$ cat config.mk
export PLATFORM = sky130hd
export DESIGN_NAME = gcd_stream_harness
export DESIGN_NICKNAME = d
export VERILOG_FILES = /design/src/rtl/gcd_stream_harness.sv
export SDC_FILE = /design/constraint.sdc
export NUM_CORES = 1
export LEC_CHECK = 0
export ABC_AREA = 1
export CAP_MARGIN = 20
export CORE_MARGIN = 3
export CORE_UTILIZATION = 55
export CTS_BUF_LIST = sky130_fd_sc_hd__clkbuf_4 sky130_fd_sc_hd__clkbuf_8 sky130_fd_sc_hd__clkbuf_16
export DETAILED_ROUTE_END_ITERATION = 8
export GPL_TIMING_DRIVEN = 0
export PLACE_DENSITY = 0.95
export SLEW_MARGIN = 30
export SYNTH_ARGS = -nofsm -noshare
export SYNTH_HDL_FRONTEND = slang
export SYNTH_SLANG_ARGS = --single-unit
export TNS_END_PERCENT = 30
$ cat constraint.sdc
create_clock -name clk -period 4.4 [get_ports clk]
set_input_delay 0.88 -clock clk [delete_from_list [all_inputs] [get_ports clk]]
set_output_delay 0.88 -clock clk [all_outputs]
set_load 0.05 [all_outputs]
$ cat src/rtl/gcd_stream_harness.sv
// gcd_stream_harness
//   Val/rdy stimulus/response engine for the gcd chip. Reads operand pairs
//   from a sync-read input memory, presents them on the ops handshake, takes
//   results from the res handshake, writes each result to an output memory
//   port and caps the number of issued-but-unanswered transactions.
//
// Parameters
//   WL        operand/result width
//   N         transactions per run (1..2**CNT_W-1)
//   CNT_W     counter/address width
//   MAX_OUT   max outstanding transactions (1..255)
//   LFSR_SEED nonzero seed of the res_rdy stall LFSR
//
// Ports
//   clk, rst_b          clock (rising edge), async reset ACTIVE-HIGH
//   start               begin a run (honoured only in IDLE/DONE)
//   stall_en            gate res_rdy with the LFSR
//   mem_addr/mem_data   input memory, data valid one cycle after address
//   op_a/op_b/ops_val/ops_rdy   operand handshake to the chip
//   res/res_val/res_rdy         result handshake from the chip
//   out_we/out_addr/out_data    output memory write port
//   issued/recv         accepted operand pairs / accepted results
//   busy/done           run in progress / run complete
//
// Configuration
//   GCD_HARNESS_CHECK_EN: adds exp_data (in) and err_cnt (out); every accepted
//   result is compared against exp_data, mismatches counted (saturating).
module gcd_stream_harness #(
  parameter int             WL        = 8,
  parameter int             N         = 1024,
  parameter int             CNT_W     = 16,
  parameter int             MAX_OUT   = 4,
  parameter logic [7:0]     LFSR_SEED = 8'hA5
) (
  input  logic              clk,
  input  logic              rst_b,
  input  logic              start,
  input  logic              stall_en,
  output logic [CNT_W-1:0]  mem_addr,
  input  logic [2*WL-1:0]   mem_data,
  output logic [WL-1:0]     op_a,
  output logic [WL-1:0]     op_b,
  output logic              ops_val,
  input  logic              ops_rdy,
  input  logic [WL-1:0]     res,
  input  logic              res_val,
  output logic              res_rdy,
  output logic              out_we,
  output logic [CNT_W-1:0]  out_addr,
  output logic [WL-1:0]     out_data,
  output logic [CNT_W-1:0]  issued,
  output logic [CNT_W-1:0]  recv,
  output logic              busy,
  output logic              done
`ifdef GCD_HARNESS_CHECK_EN
  ,
  input  logic [WL-1:0]     exp_data,
  output logic [CNT_W-1:0]  err_cnt
`endif
);

  localparam logic [2:0] S_IDLE    = 3'd0;
  localparam logic [2:0] S_FETCH   = 3'd1;
  localparam logic [2:0] S_PRESENT = 3'd2;
  localparam logic [2:0] S_WAIT    = 3'd3;
  localparam logic [2:0] S_DONE    = 3'd4;

  localparam logic [CNT_W-1:0] N_C   = CNT_W'(N);
  localparam logic [CNT_W-1:0] MAX_C = CNT_W'(MAX_OUT);

  logic [2:0]       state_q, state_d;
  logic [CNT_W-1:0] issued_q, issued_d;
  logic [CNT_W-1:0] recv_q, recv_d;
  logic [WL-1:0]    op_a_q, op_b_q;
  logic [7:0]       lfsr_q, lfsr_d;
  logic [CNT_W-1:0] outstanding;
  logic             start_go, ops_fire, res_fire, busy_w, load_ops;

  assign busy_w   = (state_q == S_FETCH) || (state_q == S_PRESENT) || (state_q == S_WAIT);
  assign start_go = start && ((state_q == S_IDLE) || (state_q == S_DONE));
  assign ops_fire = (state_q == S_PRESENT) && ops_rdy;
  // Never take more than N results, even if the chip sends extras before
  // the FSM reaches DONE.
  assign res_rdy  = busy_w && (recv_q != N_C) && (stall_en ? lfsr_q[0] : 1'b1);
  assign res_fire = res_val && res_rdy;

  assign outstanding = issued_q - recv_q;

  always_comb begin
    issued_d = issued_q;
    recv_d   = recv_q;
    if (start_go) begin
      issued_d = '0;
      recv_d   = '0;
    end else begin
      if (ops_fire) issued_d = issued_q + 1'b1;
      if (res_fire) recv_d   = recv_q + 1'b1;
    end
  end

  always_comb begin
    state_d = state_q;
    case (state_q)
      S_IDLE, S_DONE: if (start) state_d = S_FETCH;
      // Throttle: stay in FETCH while the in-flight window is full.
      S_FETCH:        if (outstanding != MAX_C) state_d = S_PRESENT;
      S_PRESENT: begin
        if (ops_rdy) begin
          if (issued_d == N_C) state_d = (recv_d == N_C) ? S_DONE : S_WAIT;
          else                 state_d = S_FETCH;
        end
      end
      // Look at the next-state count so DONE is entered on the edge that
      // takes the last result; no window where a surplus result is taken.
      S_WAIT:         if (recv_d == N_C) state_d = S_DONE;
      default:        state_d = S_IDLE;
    endcase
  end

  // Operands are latched on the FETCH->PRESENT edge; memory data is valid
  // then because the address was already driven one cycle earlier.
  assign load_ops = (state_q == S_FETCH) && (state_d == S_PRESENT);

  // x^8+x^6+x^5+x^4+1, right-shifting Fibonacci form.
  assign lfsr_d = {lfsr_q[0] ^ lfsr_q[2] ^ lfsr_q[3] ^ lfsr_q[4], lfsr_q[7:1]};

  always_ff @(posedge clk or posedge rst_b) begin
    if (rst_b) begin
      state_q  <= S_IDLE;
      issued_q <= '0;
      recv_q   <= '0;
      op_a_q   <= '0;
      op_b_q   <= '0;
      lfsr_q   <= LFSR_SEED;
    end else begin
      state_q  <= state_d;
      issued_q <= issued_d;
      recv_q   <= recv_d;
      if (load_ops) begin
        op_a_q <= mem_data[2*WL-1:WL];
        op_b_q <= mem_data[WL-1:0];
      end
      if (busy_w) lfsr_q <= lfsr_d;
    end
  end

  // Address follows the next-state issue count so the sync-read memory
  // returns the pair during FETCH: 2-cycle issue rate.
  assign mem_addr = issued_d;
  assign op_a     = op_a_q;
  assign op_b     = op_b_q;
  assign ops_val  = (state_q == S_PRESENT);
  assign out_we   = res_fire;
  assign out_addr = recv_q;
  assign out_data = res_fire ? res : '0;
  assign issued   = issued_q;
  assign recv     = recv_q;
  assign busy     = busy_w;
  assign done     = (state_q == S_DONE);

`ifdef GCD_HARNESS_CHECK_EN
  logic [CNT_W-1:0] err_q, err_d;

  always_comb begin
    err_d = err_q;
    if (start_go)                                          err_d = '0;
    else if (res_fire && (res != exp_data) && (err_q != '1)) err_d = err_q + 1'b1;
  end

  always_ff @(posedge clk or posedge rst_b) begin
    if (rst_b) err_q <= '0;
    else       err_q <= err_d;
  end

  assign err_cnt = err_q;
`endif

endmodule

======== Yosys cells after proc, flatten, opt, wreduce, memory -nomap -nowiden ========
Index checks and enable logic that the tools add are counted.
word-level totals
  bits in registers ....................... 59
  bits of input ports ..................... 30
  logic and storage cells ................. 45
operators by class
  add/subtract/negate cells ............... 3
  equality and inequality tests ........... 9
  muxes and demuxes ....................... 13
  bitwise gates (word level) .............. 3
  reductions and logical operators ........ 11
operators with widths
  operator                                               number
  2-to-1 mux 16 bit                                      4
  adder 16 x 1 -> 16 bit, second input constant          2
  equality test 16 x 11 -> 1 bit, second input constant  2
  2-to-1 mux 3 bit                                       6
  != test 16 x 11 -> 1 bit, second input constant        1
  != test 16 x 3 -> 1 bit, second input constant         1
  subtractor 16 bit                                      1
  case mux 3 bit (4 select lines)                        1
  equality test 3 x 2 -> 1 bit, second input constant    3
  2-to-1 mux 8 bit                                       1
  logical AND 1 bit                                      6
  equality test 3 x 1 -> 1 bit, second input constant    1
  equality test 3 bit, second input constant             1
  zero test 3 bit                                        1
  logical OR 1 bit                                       3
  XOR 1 bit                                              3
  OR reduction 2 bit                                     1
  2-to-1 mux 1 bit                                       1

======== Longest topological paths before layout ========
  depth after elaboration ................. 15
  depth in mapped cells ................... 21

======== Worst setup path after synthesis ========
OpenSTA, ideal clock, no wires.
  path type ............................... input -> output
  from .................................... input port ops_rdy
  to ...................................... output port mem_addr[10]
  arrival time ............................ 2,252 ps
  required time ........................... 3,520 ps
  slack ................................... 1,268 ps
  cell stages on the path ................. 7
  buffers on the path ..................... 1
  cell sequence ........................... nand4_1 > buf_2 > nor2_2 > nand3_1 > nand2_1 > inv_1 > nor2_1
on the way
  cells in the longest elaborated chain, start to end .. 3
ends and longest elaborated chain
  item               RTL line  RTL
  from (decl)        44        input logic ops_rdy,
  logical AND 1 bit  81        assign ops_fire = (state_q == S_PRESENT) && ops_rdy;
  2-to-1 mux 16 bit  96        if (ops_fire) issued_d = issued_q + 1'b1;
  2-to-1 mux 16 bit  92        if (start_go) begin
  to (decl)          39        output logic [CNT_W-1:0] mem_addr,
Every way passes these cells.

======== Worst setup path in the final report ========
Same ends and word-level chain as after synthesis.

==> results by group <==
Timing
  • Final setup viols: 0
  • Normalized max-slew margin: 57.8%
  • Slew at the pin closest to its max-slew limit: about 0.63 ns
  • Max-slew violation count: 0
  • Final TNS setup: 0 ns
  • Minimum clock period: 4.20 ns
  • Period utilization: 95.4%
  • Hold Vio Cnt, Final: 0
  • Layout Skew: about 0.016 ns
  • RSZ-0062 raised after global routing: no
  • Max Clock Freq: roughly 240 MHz

Yosys
  • Synth area leader: dfrtp_1
  • Synth Area per Inst: around 6.3 um^2
  • Mapped Area: slightly below 5000 um^2
  • Top cell type's share of synthesized area: about 28%
  • Cell count after synthesis: 786
  • Post-synthesis sequential element count: 59
  • Mapped Nets: between 800 and 900
  • Post-synthesis sequential area ratio: between 20% and 30%
  • Post-synth cell types: 39
  • Yosys Warn Count: 0
  • Ranking of synthesized cells by area: dfrtp_1 (28%), nand2_1 (20%), inv_1 (10%)

Pwr
  • Internal: 0.00133 W
  • Clk pwr share: 17.4%
  • Leakage: about 3.5 nW
  • Sw Ratio: 50.8%
  • Combinational power share: a little under three fifths
  • Worst vdd ir: approximately 0.00030 V
  • Total power per unit cell area: 416 nW/um^2
  • Switching pwr: between 0.001 and 0.0015 W
  • Sequential fraction of design power: 25.3%

Floorplan
  • Die Y: around 100 um
  • Row Count: 34
  • IO Pins: between 100 and 150
  • Starting Density: a little under three fifths
  • Die width: about 100 um
  • Die footprint: between 10000 and 15000 um^2
  • Placeable Area: 8760 um^2

Critical path
  • CP Launch Type: primary input
  • Worst setup path start: ops_rdy
  • Reg2reg setup slack: around 1.4 ns
  • Critical Path AT: between 3 and 4 ns
  • Crit path kind: in -> out
  • FF-to-FF path depth: 19
  • Worst r2r dst: state_q[1]
  • CP Capture Type: output pin
  • Worst-path fanout max: 10
  • CP endpoint: mem_addr[10]
  • R2R Path Start: out_addr[11]
  • Data required, critical path: approximately 3.5 ns

Run status
  • Status: finished clean

Detailed routing
  • DRT Wirelength: about 14 mm
  • Drt first-iter violations: 498
  • Vias/cell: 5.26
  • DRC: 0
  • Drt pass-1 iters: 5
  • Wire per inst: 13.4 um
  • DRT antenna net count: 0
  • Via Count: about 5400

Cells and area
  • Final Core Density: between 70% and 80%
  • Fin nets: ~970
  • Filler cells: between 600 and 700
  • Area growth, synth to finish: 31.2%
  • Register area: ~1500 um^2
  • Multi-input logic area: between 2000 and 3000 um^2
  • Share of post-route cells with drive strength above 1: 10.7%
  • Ant diodes: 0

CTS
  • TritonCTS clock tree: built
  • Hold_buf cts: 0
  • Worst-path clk slew: around 0.080 ns
  • H-tree levels: 3
  • Total CTS buffers: 9
  • Clock root buffer: clkbuf_8
  • Post-CTS Setup Bufs: 0
  • Longest Clk Path Bufs: 2
  • Clock sink count: just under 60
  • Resized cells post-CTS: 0
  • Clock latency on the worst-skew pair: 0.36 ns

GRT
  • Antenna violations before repair: 0
  • Vias in the first global route: 5081
  • Gr usage total: between 20% and 30%
  • Largest net degree at the start of global routing: 35
  • Overflow after GRT: 0
  • First-pass GRT wire length: 22.9 mm

Min path
  • Worst min path class: reg -> reg
  • Hold path start: lfsr_q[5]

Placed design
  • I/O Buffers: between 100 and 150
  • Dpl hpwl: about 11 mm
  • Placer congestion estimate: between 0.9 and 1

Flow run
  • # Max-Cap Violations: 0
## layout make-up
cell class,count,share of cell area [%]
flip-flops and latches,59,22.7
inverters,149,8.65
clock inverters,7,0.902
clock buffers,9,1.90
repair buffers,122,18.9
well taps,108,2.07
plain buffers,29,3.49
multi-input cells,549,41.4
## cells by family after synthesis
kind of cell	count (synthesis)	share of synthesized area, %
xor gates and xnor gates	12	2.11
adders and majority gates	18	4.53
DFF	59	29.8
AOI/OAI and AO/OA	44	5.41
and+or+nand+nor	475	42.3
buffers and inverters	178	15.9
## state kept, by name, summed over array words and instances (netlist names)
| register | count |
|---|---|
| out_addr | 16 |
| lfsr_q | 8 |
| op_a | 8 |
| state_q | 3 |
| op_b | 8 |
| issued | 16 |
## metal layers
layer | vias to the layer above | global-route usage, % | wire length (um)
met5 | - | 0 | 0
met4 | 0 | 9.10 | 346
met3 | 38 | 7.27 | 1600
met2 | 287 | 46.6 | 6390
met1 | 2452 | 34.7 | 5470
li1 | 2652 | - | -
## synthesized netlist by cell type
cell,count
buf_4,18
nor2_2,3
nand3_4,1
xnor2_1,6
inv_4,1
a21boi_2,1
inv_1,138
dfstp_2,4
ha_1,18
nor2_8,1
buf_1,3
a21oi_1,10
o21ai_2,7
nand3b_1,1
or2_2,2
nand2_1,263
inv_2,8
buf_2,2
xor2_1,6
and2_4,1
nor3_2,2
and2_1,4
o21ai_0,13
buf_6,5
nor3_1,4
nand3_1,61
o21ai_1,10
nand2_4,6
nand2_2,11
o211ai_1,1
nor2_4,2
nand4_1,20
nand3_2,4
buf_8,1
dfrtp_1,55
nor2_1,89
clkinv_1,2
a21oi_4,1
o21bai_1,1
## worst max-delay path, cell delays in order
cell and delay [ns]:
clkdlybuf4s50_1 0.48, nand4_1 0.14, buf_2 0.22, nor2_2 0.21, nand3_1 0.11, nand2_1 0.07, inv_1 0.04, nor2_1 0.28
clkdlybuf4s50_1 0.87
## worst min-delay path by stage
stage,endpoint,cells past startpoint
global placement,lfsr_q[5],2
CTS,lfsr_q[5],2
global route,lfsr_q[5],2
finish,lfsr_q[5],2
floorplan,lfsr_q[5],2
detailed placement,lfsr_q[6],2
## power by group through the flow
stage,logic (W),registers [W],clock network (W)
floorplan,0.000996,0.000820,0
global placement,0.00150,0.000688,0
detailed placement,0.00153,0.000690,0
CTS,0.00154,0.000680,0.000475
global route,0.00170,0.000695,0.000501
finish,0.00155,0.000685,0.000472
## stage by stage
stage / std cells / area [um^2] / hold WS [ns] / setup WS (ns) / power (W)
2_1_floorplan: 786 / 4970 / 0.443 / 1.27 / 0.00182
3_3_place_gp: 1015 / 6320 / 0.459 / 0.233 / 0.00219
3_5_place_dp: 1016 / 6340 / 0.466 / 0.205 / 0.00222
4_1_cts: 1032 / 6520 / 0.479 / 0.204 / 0.00270
5_1_grt: 1032 / 6520 / 0.492 / 0.0397 / 0.00289
6_report: 1032 / 6520 / 0.475 / 0.205 / 0.00271
## placed cells by master (no fill, tap or decap), types with 7 or more instances in the layout
| cell type | instances |
|---|---|
| clkdlybuf4s50_1 | 121 |
| ha_1 | 18 |
| clkbuf_8 | 9 |
| a21oi_1 | 10 |
| nand2_1 | 263 |
| o21ai_1 | 10 |
| o21ai_0 | 13 |
| nand4_1 | 20 |
| nand2_2 | 11 |
| inv_2 | 8 |
| dfrtp_1 | 55 |
| nand3_1 | 61 |
| o21ai_2 | 7 |
| inv_1 | 137 |
| buf_4 | 18 |
| nor2_1 | 89 |
No activity file was read; power rests on OpenSTA's default activity.
